==> src/rtl/rf_pkg.sv <==
// Shared constants and types for the register file with read bypass.
// RF_BYPASS_EN enables same-cycle writeback forwarding in rf_read_bypass.
package rf_pkg;

  localparam int unsigned NREG_D     = 8;
  localparam int unsigned DW_D       = 16;
  localparam int unsigned PEND_MAX_D = 3;

  localparam int unsigned AW = $clog2(NREG_D);
  localparam int unsigned PW = $clog2(PEND_MAX_D + 1);

  typedef logic [AW-1:0]   reg_idx_t;
  typedef logic [DW_D-1:0] word_t;
  typedef logic [PW-1:0]   pend_t;

endpackage

==> src/rtl/rf_pend_cnt.sv <==
// Per-register in-flight write counter: saturates at PEND_MAX, floors at zero.
module rf_pend_cnt #(
  parameter int unsigned PEND_MAX = rf_pkg::PEND_MAX_D,
  parameter int unsigned PW       = $clog2(PEND_MAX + 1)
) (
  input  logic          clk,
  input  logic          rst_n,
  input  logic          inc,
  input  logic          dec,
  output logic [PW-1:0] cnt,
  output logic          full,
  output logic          zero,
  output logic          underflow
);

  logic [PW-1:0] cnt_q, cnt_d;

  assign cnt       = cnt_q;
  assign full      = (cnt_q == PW'(PEND_MAX));
  assign zero      = (cnt_q == '0);
  assign underflow = dec && zero;

  always_comb begin
    cnt_d = cnt_q;
    // Issue and writeback together cancel out.
    if (inc && !dec && !full) begin
      cnt_d = cnt_q + PW'(1);
    end else if (dec && !inc && !zero) begin
      cnt_d = cnt_q - PW'(1);
    end
  end

  always_ff @(posedge clk or negedge rst_n) begin
    if (!rst_n) begin
      cnt_q <= '0;
    end else begin
      cnt_q <= cnt_d;
    end
  end

endmodule

==> src/rtl/rf_read_bypass.sv <==
// Register file with pending-write hazard tracking and two 1-cycle operand reads.
// `define RF_BYPASS_EN to forward same-cycle writeback data into reads.
module rf_read_bypass
  import rf_pkg::*;
#(
  parameter int unsigned NREG     = NREG_D,
  parameter int unsigned DW       = DW_D,
  parameter int unsigned PEND_MAX = PEND_MAX_D,
  localparam int unsigned Aw      = $clog2(NREG),
  localparam int unsigned Pw      = $clog2(PEND_MAX + 1)
) (
  input  logic          clk,
  input  logic          rst_n,
  input  logic          rd_req,
  input  logic [Aw-1:0] rd_src1,
  input  logic [Aw-1:0] rd_src2,
  output logic          rd_stall,
  output logic          rd_valid,
  output logic [DW-1:0] rd_data1,
  output logic [DW-1:0] rd_data2,
  input  logic          iss_en,
  input  logic [Aw-1:0] iss_dst,
  output logic          iss_ready,
  input  logic          wb_en,
  input  logic [Aw-1:0] wb_reg,
  input  logic [DW-1:0] wb_data,
  output logic          err_underflow
);

  logic [Pw-1:0] cnt [NREG];
  logic [NREG-1:0] full, zero, uflow;
  logic [DW-1:0]   regs_q [NREG];
  logic            hz1, hz2, rd_fire;
  logic [DW-1:0]   fwd1, fwd2;

  for (genvar i = 0; i < NREG; i++) begin : g_pend
    rf_pend_cnt #(
      .PEND_MAX (PEND_MAX),
      .PW       (Pw)
    ) u_pend (
      .clk       (clk),
      .rst_n     (rst_n),
      .inc       (iss_en && (iss_dst == Aw'(i)) && !full[i]),
      .dec       (wb_en && (wb_reg == Aw'(i))),
      .cnt       (cnt[i]),
      .full      (full[i]),
      .zero      (zero[i]),
      .underflow (uflow[i])
    );
  end

  assign iss_ready = !full[iss_dst];

`ifdef RF_BYPASS_EN
  // The last outstanding write landing this cycle is forwarded, so it is not a hazard.
  assign hz1  = !zero[rd_src1] && !(wb_en && wb_reg == rd_src1 && cnt[rd_src1] == Pw'(1));
  assign hz2  = !zero[rd_src2] && !(wb_en && wb_reg == rd_src2 && cnt[rd_src2] == Pw'(1));
  assign fwd1 = (wb_en && wb_reg == rd_src1) ? wb_data : regs_q[rd_src1];
  assign fwd2 = (wb_en && wb_reg == rd_src2) ? wb_data : regs_q[rd_src2];
`else
  assign hz1  = !zero[rd_src1];
  assign hz2  = !zero[rd_src2];
  assign fwd1 = regs_q[rd_src1];
  assign fwd2 = regs_q[rd_src2];
`endif

  assign rd_stall = rd_req && (hz1 || hz2);
  assign rd_fire  = rd_req && !rd_stall;

  always_ff @(posedge clk or negedge rst_n) begin
    if (!rst_n) begin
      for (int i = 0; i < NREG; i++) begin
        regs_q[i] <= '0;
      end
    end else if (wb_en) begin
      regs_q[wb_reg] <= wb_data;
    end
  end

  always_ff @(posedge clk or negedge rst_n) begin
    if (!rst_n) begin
      rd_valid      <= 1'b0;
      rd_data1      <= '0;
      rd_data2      <= '0;
      err_underflow <= 1'b0;
    end else begin
      rd_valid <= rd_fire;
      if (rd_fire) begin
        rd_data1 <= fwd1;
        rd_data2 <= fwd2;
      end
      if (|uflow) begin
        err_underflow <= 1'b1;
      end
    end
  end

endmodule

==> config.mk <==
export PLATFORM = sky130hd
export DESIGN_NAME = rf_read_bypass
export DESIGN_NICKNAME = d
export VERILOG_FILES = /design/src/rtl/rf_pkg.sv /design/src/rtl/rf_pend_cnt.sv /design/src/rtl/rf_read_bypass.sv
export SDC_FILE = /design/constraint.sdc
export NUM_CORES = 1
export LEC_CHECK = 0
export ABC_AREA = 1
export CELL_PAD_IN_SITES_DETAIL_PLACEMENT = 0
export CELL_PAD_IN_SITES_GLOBAL_PLACEMENT = 2
export CORE_MARGIN = 5
export CORE_UTILIZATION = 36
export CTS_CLUSTER_SIZE = 28
export DETAILED_ROUTE_END_ITERATION = 8
export HOLD_SLACK_MARGIN = 0.02
export PLACE_DENSITY_LB_ADDON = 0.1
export RECOVER_POWER = 25
export REMOVE_ABC_BUFFERS = 1
export SYNTH_ARGS = -nofsm -noshare
export SYNTH_HDL_FRONTEND = slang
export SYNTH_SLANG_ARGS = --single-unit
==> constraint.sdc <==
create_clock -name clk -period 2.7 [get_ports clk]
set_input_delay 0.54 -clock clk [delete_from_list [all_inputs] [get_ports clk]]
set_output_delay 0.54 -clock clk [all_outputs]
set_load 0.005 [all_outputs]
### Word level (Yosys, flattened, before mapping)

Index checks and enable logic that the tools add are counted.

* output and inout bits: 36
* input bits: 33
* register bits: 178

* equality and inequality tests: 22
* order comparisons: 7
* reductions and logical operators: 123
* mux-type cells: 31
* bitwise operators: 3
* add/subtract/negate cells: 16

Operators by type and width (count)
* bitwise mux 128 bit: 1
* binary-select mux 16 bit (select 3 bit): 2
* 2-to-1 mux 16 bit: 5
* logical AND 1 bit: 67
* demux 16 bit (select 3 bit): 1
* logical NOT 1 bit: 36
* 2-to-1 mux 2 bit: 16
* == test 3 bit (second input constant): 8
* adder 2 x 1 -> 2 bit (second input constant): 8
* == test 2 bit (second input constant): 8
* logical NOT 2 bit: 8
* nonzero test 2 bit: 8
* subtractor 2 x 1 -> 2 bit (second input constant): 8
* == test 3 x 2 -> 1 bit (second input constant): 4
* greater-or-equal comparator 4 bit (second input constant): 3
* < comparator 3 x 4 -> 1 bit (second input constant): 3
* inverter 3 -> 4 bit: 3
* binary-select mux 1 bit (select 3 bit): 3
* OR reduction 8 bit: 1
* == test 3 x 1 -> 1 bit (second input constant): 2
* logical NOT 3 bit: 2
* < comparator 4 x 1 -> 1 bit (second input constant): 1
* 2-to-1 mux 1 bit: 3
* logical OR 1 bit: 1

### Depth between registers and ports, before layout

* depth in word-level cells: 8
* gate-level depth with buffers: 10
* mapped depth without buffers: 8

### Hierarchy

A second synthesis with hierarchy kept.

* cell total of the unflattened synthesis: 1574
* area, all modules: 10443.8 um^2

By module, submodules not included
* rf_read_bypass: cells each 1390, sequential area each 4053.9 um^2, area an instance 9292.7 um^2, instances 1
* rf_pend_cnt: cells each 23, sequential area each 50.0 um^2, area an instance 143.9 um^2, instances 8

### Least setup slack after synthesis

No wires, ideal clock.

* kind: input port to output port
* from: input rd_src2[1]
* to: output rd_stall
* data arrival time: 1365 ps
* buffers on the path: 2
* stages on the path: 7
* setup slack: 795 ps
* path through: buf_2 inv_2 nand3_1 nand3_1 nand2_4 buf_2 a21oi_1

* longest elaborated chain between the ends: 5

RTL lines
* start, declared: line rf_read_bypass.sv:16 `input logic [Aw-1:0] rd_src2,`
* binary-select mux 1 bit (select 3 bit): line rf_read_bypass.sv:62 `assign hz2 = !zero[rd_src2];`
* 2-to-1 mux 1 bit (not written as such): line rf_read_bypass.sv:62
* logical NOT 1 bit: line rf_read_bypass.sv:62
* logical OR 1 bit: line rf_read_bypass.sv:67 `assign rd_stall = rd_req && (hz1 || hz2);`
* logical AND 1 bit: line rf_read_bypass.sv:67
* end, declared: line rf_read_bypass.sv:17 `output logic rd_stall,`

Every way passes these cells. The select of a mux whose other input is x is not followed.

### Worst setup path in the final report

* from: register g_pend[0].u_pend.cnt_q[0]
* to: output iss_ready

* longest elaborated chain between the ends: 4

RTL lines
* start, declared: line rf_pend_cnt.sv:16 `logic [PW-1:0] cnt_q, cnt_d;`
* start signal, assigned: line rf_pend_cnt.sv:37 `cnt_q <= cnt_d;`
* == test 2 bit: line rf_pend_cnt.sv:19 `assign full = (cnt_q == PW'(PEND_MAX));`
* binary-select mux 1 bit (select 3 bit): line rf_read_bypass.sv:52 `assign iss_ready = !full[iss_dst];`
* 2-to-1 mux 1 bit (not written as such): line rf_read_bypass.sv:52
* logical NOT 1 bit: line rf_read_bypass.sv:52
* end, declared: line rf_read_bypass.sv:23 `output logic iss_ready,`

Every way passes these cells. The select of a mux whose other input is x is not followed.

==> flow_metrics.py <==
metrics = {
    "sta": {
        "finalHoldViolCount": 0,
        "finalSetupViolCount": 0,
        "min_period_ns": 2.43,
        "fin_skew_ns": 0.0134,
        "final_max_slew_viol_count": 56,
        "max_freq_mhz": 412,
        "tightest_slew_ns": 1.53,
        "rsz0062_at_grt": "false",
        "tns_ns": 0,
        "slew_headroom_pct": -2.08,
        "min_period_over_period_pct": 89.9,
    },
    "placement": {
        "dp.cells": 1888,
        "dp_hpwl_um": 20600,
        "port_buffers": 68,
        "gp_congestion": 0.838,
    },
    "critical_path": {
        "cp_max_fo": 6,
        "critPathCaptureType": "output port",
        "start_kind": "flip-flop",
        "crit_arrival_ns": 1.89,
        "cp.required_ns": 2.16,
        "path_class": "flip-flop to output port",
    },
    "power": {
        "total_power_mw": 9.18,
        "power_frac_seq_pct": 41.5,
        "p_leak_nw": 6.22,
        "share_comb_of_total_power_pct": 30.2,
        "p_sw_share_pct": 34.5,
        "power_per_cell_area_mw_per_mm2": 775,
        "power_frac_clock_pct": 28.3,
        "p_sw_mw": 3.17,
        "p_int_mw": 6.01,
        "ir_drop_mv": 0.395,
    },
    "floorplan": {
        "dieWidth_um": 178,
        "die_h_um": 178,
        "core_area_mm2": 0.0279,
        "rows": 61,
        "initial_core_util_pct": 36.6,
        "die_area_mm2": 0.0318,
        "pin_count": 69,
    },
    "cells_and_area": {
        "synthToLayoutAreaGrowth_pct": 16.0,
        "antenna_cells": 0,
        "nNetsFinal": 1562,
        "fillers": 3019,
        "stdcell_count": 1918,
        "multi_input_comb_area_mm2": 0.00461,
        "drive_gt1_share_pct": 7.92,
        "utilization_pct": 42.4,
        "regArea_mm2": 0.00446,
        "final_cell_mix": "659 x nand2_1, 177 x dfrtp_1, 163 x inv_1",
        "final_common_cell": "nand2_1",
    },
    "clock_tree": {
        "cts.path.max_buffers": 2,
        "cts_root_buf": "clkbuf_16",
        "cts_htree_levels": 4,
        "numCtsBuffers": 17,
        "clock_latency_ns": 0.44,
        "cts.sinks": 178,
        "cts_tree": "built",
        "path_clk_slew_ns": 0.08,
    },
    "global_routing": {
        "antenna_found_initial": 0,
        "grt_remaining_overflow": 0,
        "grt_pass1_wl_um": 53500,
        "grt_pass1_vias": 9244,
        "globalRouteTotalUtil_pct": 22.0,
        "grt_max_degree": 65,
    },
    "run": {
        "drv_cap": 1,
    },
    "yosys": {
        "yosysSeqAreaShare_pct": 43.6,
        "syn_avg_cell_area_um2": 6.90,
        "yosysUniqueCellTypes": 30,
        "yosysWarnings": 0,
        "postSynthCellCount": 1480,
        "ys_seq_elements": 178,
        "syn_area_mm2": 0.0102,
    },
    "detailed_routing": {
        "ant_nets": 0,
        "detail_route.wl_per_cell_um": 17.5,
        "dr_total_vias": 9380,
        "via_per_inst": 4.89,
        "finalWirelength_um": 33600,
        "drt-initial-drc-count": 750,
        "drtPass1Iterations": 5,
        "route.detailed.drc": 0,
    },
    "run_status": {
        "violations": "max-capacitance violations, max-slew violations",
        "status": "finished with violations",
    },
    "min_path": {
        "min_path_type": "input port to async pin",
    },
}
==> area by class of cell <==
cell class | instances | area share (%)
well taps | 378 | 3.99
clock buffers | 18 | 3.71
inverters | 174 | 5.51
flip-flops and latches | 178 | 37.6
clock inverters | 12 | 1.34
repair buffers | 115 | 8.89
multi-input cells | 1043 | 38.9
==> final timing paths <==
kind | startpoint | slack (ns) | endpoint | depth (start not counted)
worst max register to register | g_pend[1].u_pend.cnt[0]$_DFFE_PN0P_ | 0.63 | rd_data1[7]$_DFFE_PN0P_ | 10
min in group clk | rd_data1[10]$_DFFE_PN0P_ | 0.47 | rd_data1[10]$_DFFE_PN0P_ | 2
worst min register to register | rd_data1[10]$_DFFE_PN0P_ | 0.47 | rd_data1[10]$_DFFE_PN0P_ | 2
max in group asynchronous | rst_n | 0.59 | regs_q[57]$_DFFE_PN0P_ | 2
worst min-delay path | rst_n | 0.47 | regs_q[90]$_DFFE_PN0P_ | 1
worst max-delay path | g_pend[0].u_pend.cnt[0]$_DFFE_PN0P_ | 0.27 | iss_ready | 6
==> sequential cells by signal, indices dropped and copies added (netlist names) <==
signal	cells
regs_q	128
g_pend.u_pend.cnt	16
rd_data1	16
rd_data2	16
err_underflow	1
rd_valid	1
==> synth_stat cells, drive strengths merged <==
master | n | area, um^2
a21oi | 16 | 80.1
a2bb2oi | 2 | 17.5
a31oi | 1 | 6.26
a41oi | 1 | 8.76
buf | 61 | 443
clkbuf | 24 | 90.1
dfrtp | 178 | 4450
inv | 174 | 653
nand2 | 662 | 2500
nand3 | 150 | 788
nand4 | 33 | 206
nor2 | 25 | 154
nor3 | 4 | 20.0
nor4 | 1 | 6.26
o211ai | 2 | 15.0
o21ai | 137 | 693
or2 | 1 | 6.26
xor2 | 8 | 70.1
==> per-stage QoR <==
step                      area [um^2]  worst slack [ns]  hold WS, ns
after floorplan                  9680             0.421        0.244
after global placement          11200           -0.0427        0.454
after detailed placement        11200            0.0145        0.457
after CTS                       11800           0.00229       0.0970
after global routing            11800             0.140        0.498
final                           11800             0.274        0.468
==> layer usage <==
| layer | vias to the layer above | track usage, % | share of wire, % |
|---|---|---|---|
| met5 | - | 0 | 0 |
| met4 | 0 | 4.35 | 1.1 |
| met3 | 26 | 3.67 | 5.3 |
| met2 | 238 | 36.0 | 46 |
| met1 | 4407 | 30.9 | 47 |
| li1 | 4709 | - | - |
==> power groups by stage <==
| stage | Sequential (mW) | Combinational [mW] | Clock (mW) |
|---|---|---|---|
| 6_report | 3.80 | 2.77 | 2.60 |
| 5_1_grt | 3.90 | 3.16 | 2.79 |
| 2_1_floorplan | 3.76 | 1.48 | 0 |
| 3_3_place_gp | 3.82 | 2.75 | 0 |
| 3_5_place_dp | 3.83 | 2.78 | 0 |
| 4_1_cts | 3.78 | 2.79 | 2.66 |
==> cell families after synthesis <==
group	Yosys count	share of synthesized area [%]
DFF	178	43.6
AOI/OAI and AO/OA	159	8.04
xor gates and xnor gates	8	0.686
and+or+nand+nor	876	36.1
buffers and inverters	259	11.6
==> timing repair <==
action	4_1_cts	5_1_grt
buffers inserted	0	0
hold buffers	0	0
gates resized for setup	1	13
endpoints found under the setup margin	1	2
==> critical path, stage by stage, from the launching register on <==
cell and delay [ns]:
dfrtp_1 0.47, nand2_1 0.12, nand2_1 0.11, nand2_1 0.06, nor4_1 0.16, a21oi_1 0.08
clkdlybuf4s50_1 0.45
(Power assumes the default switching activity.)
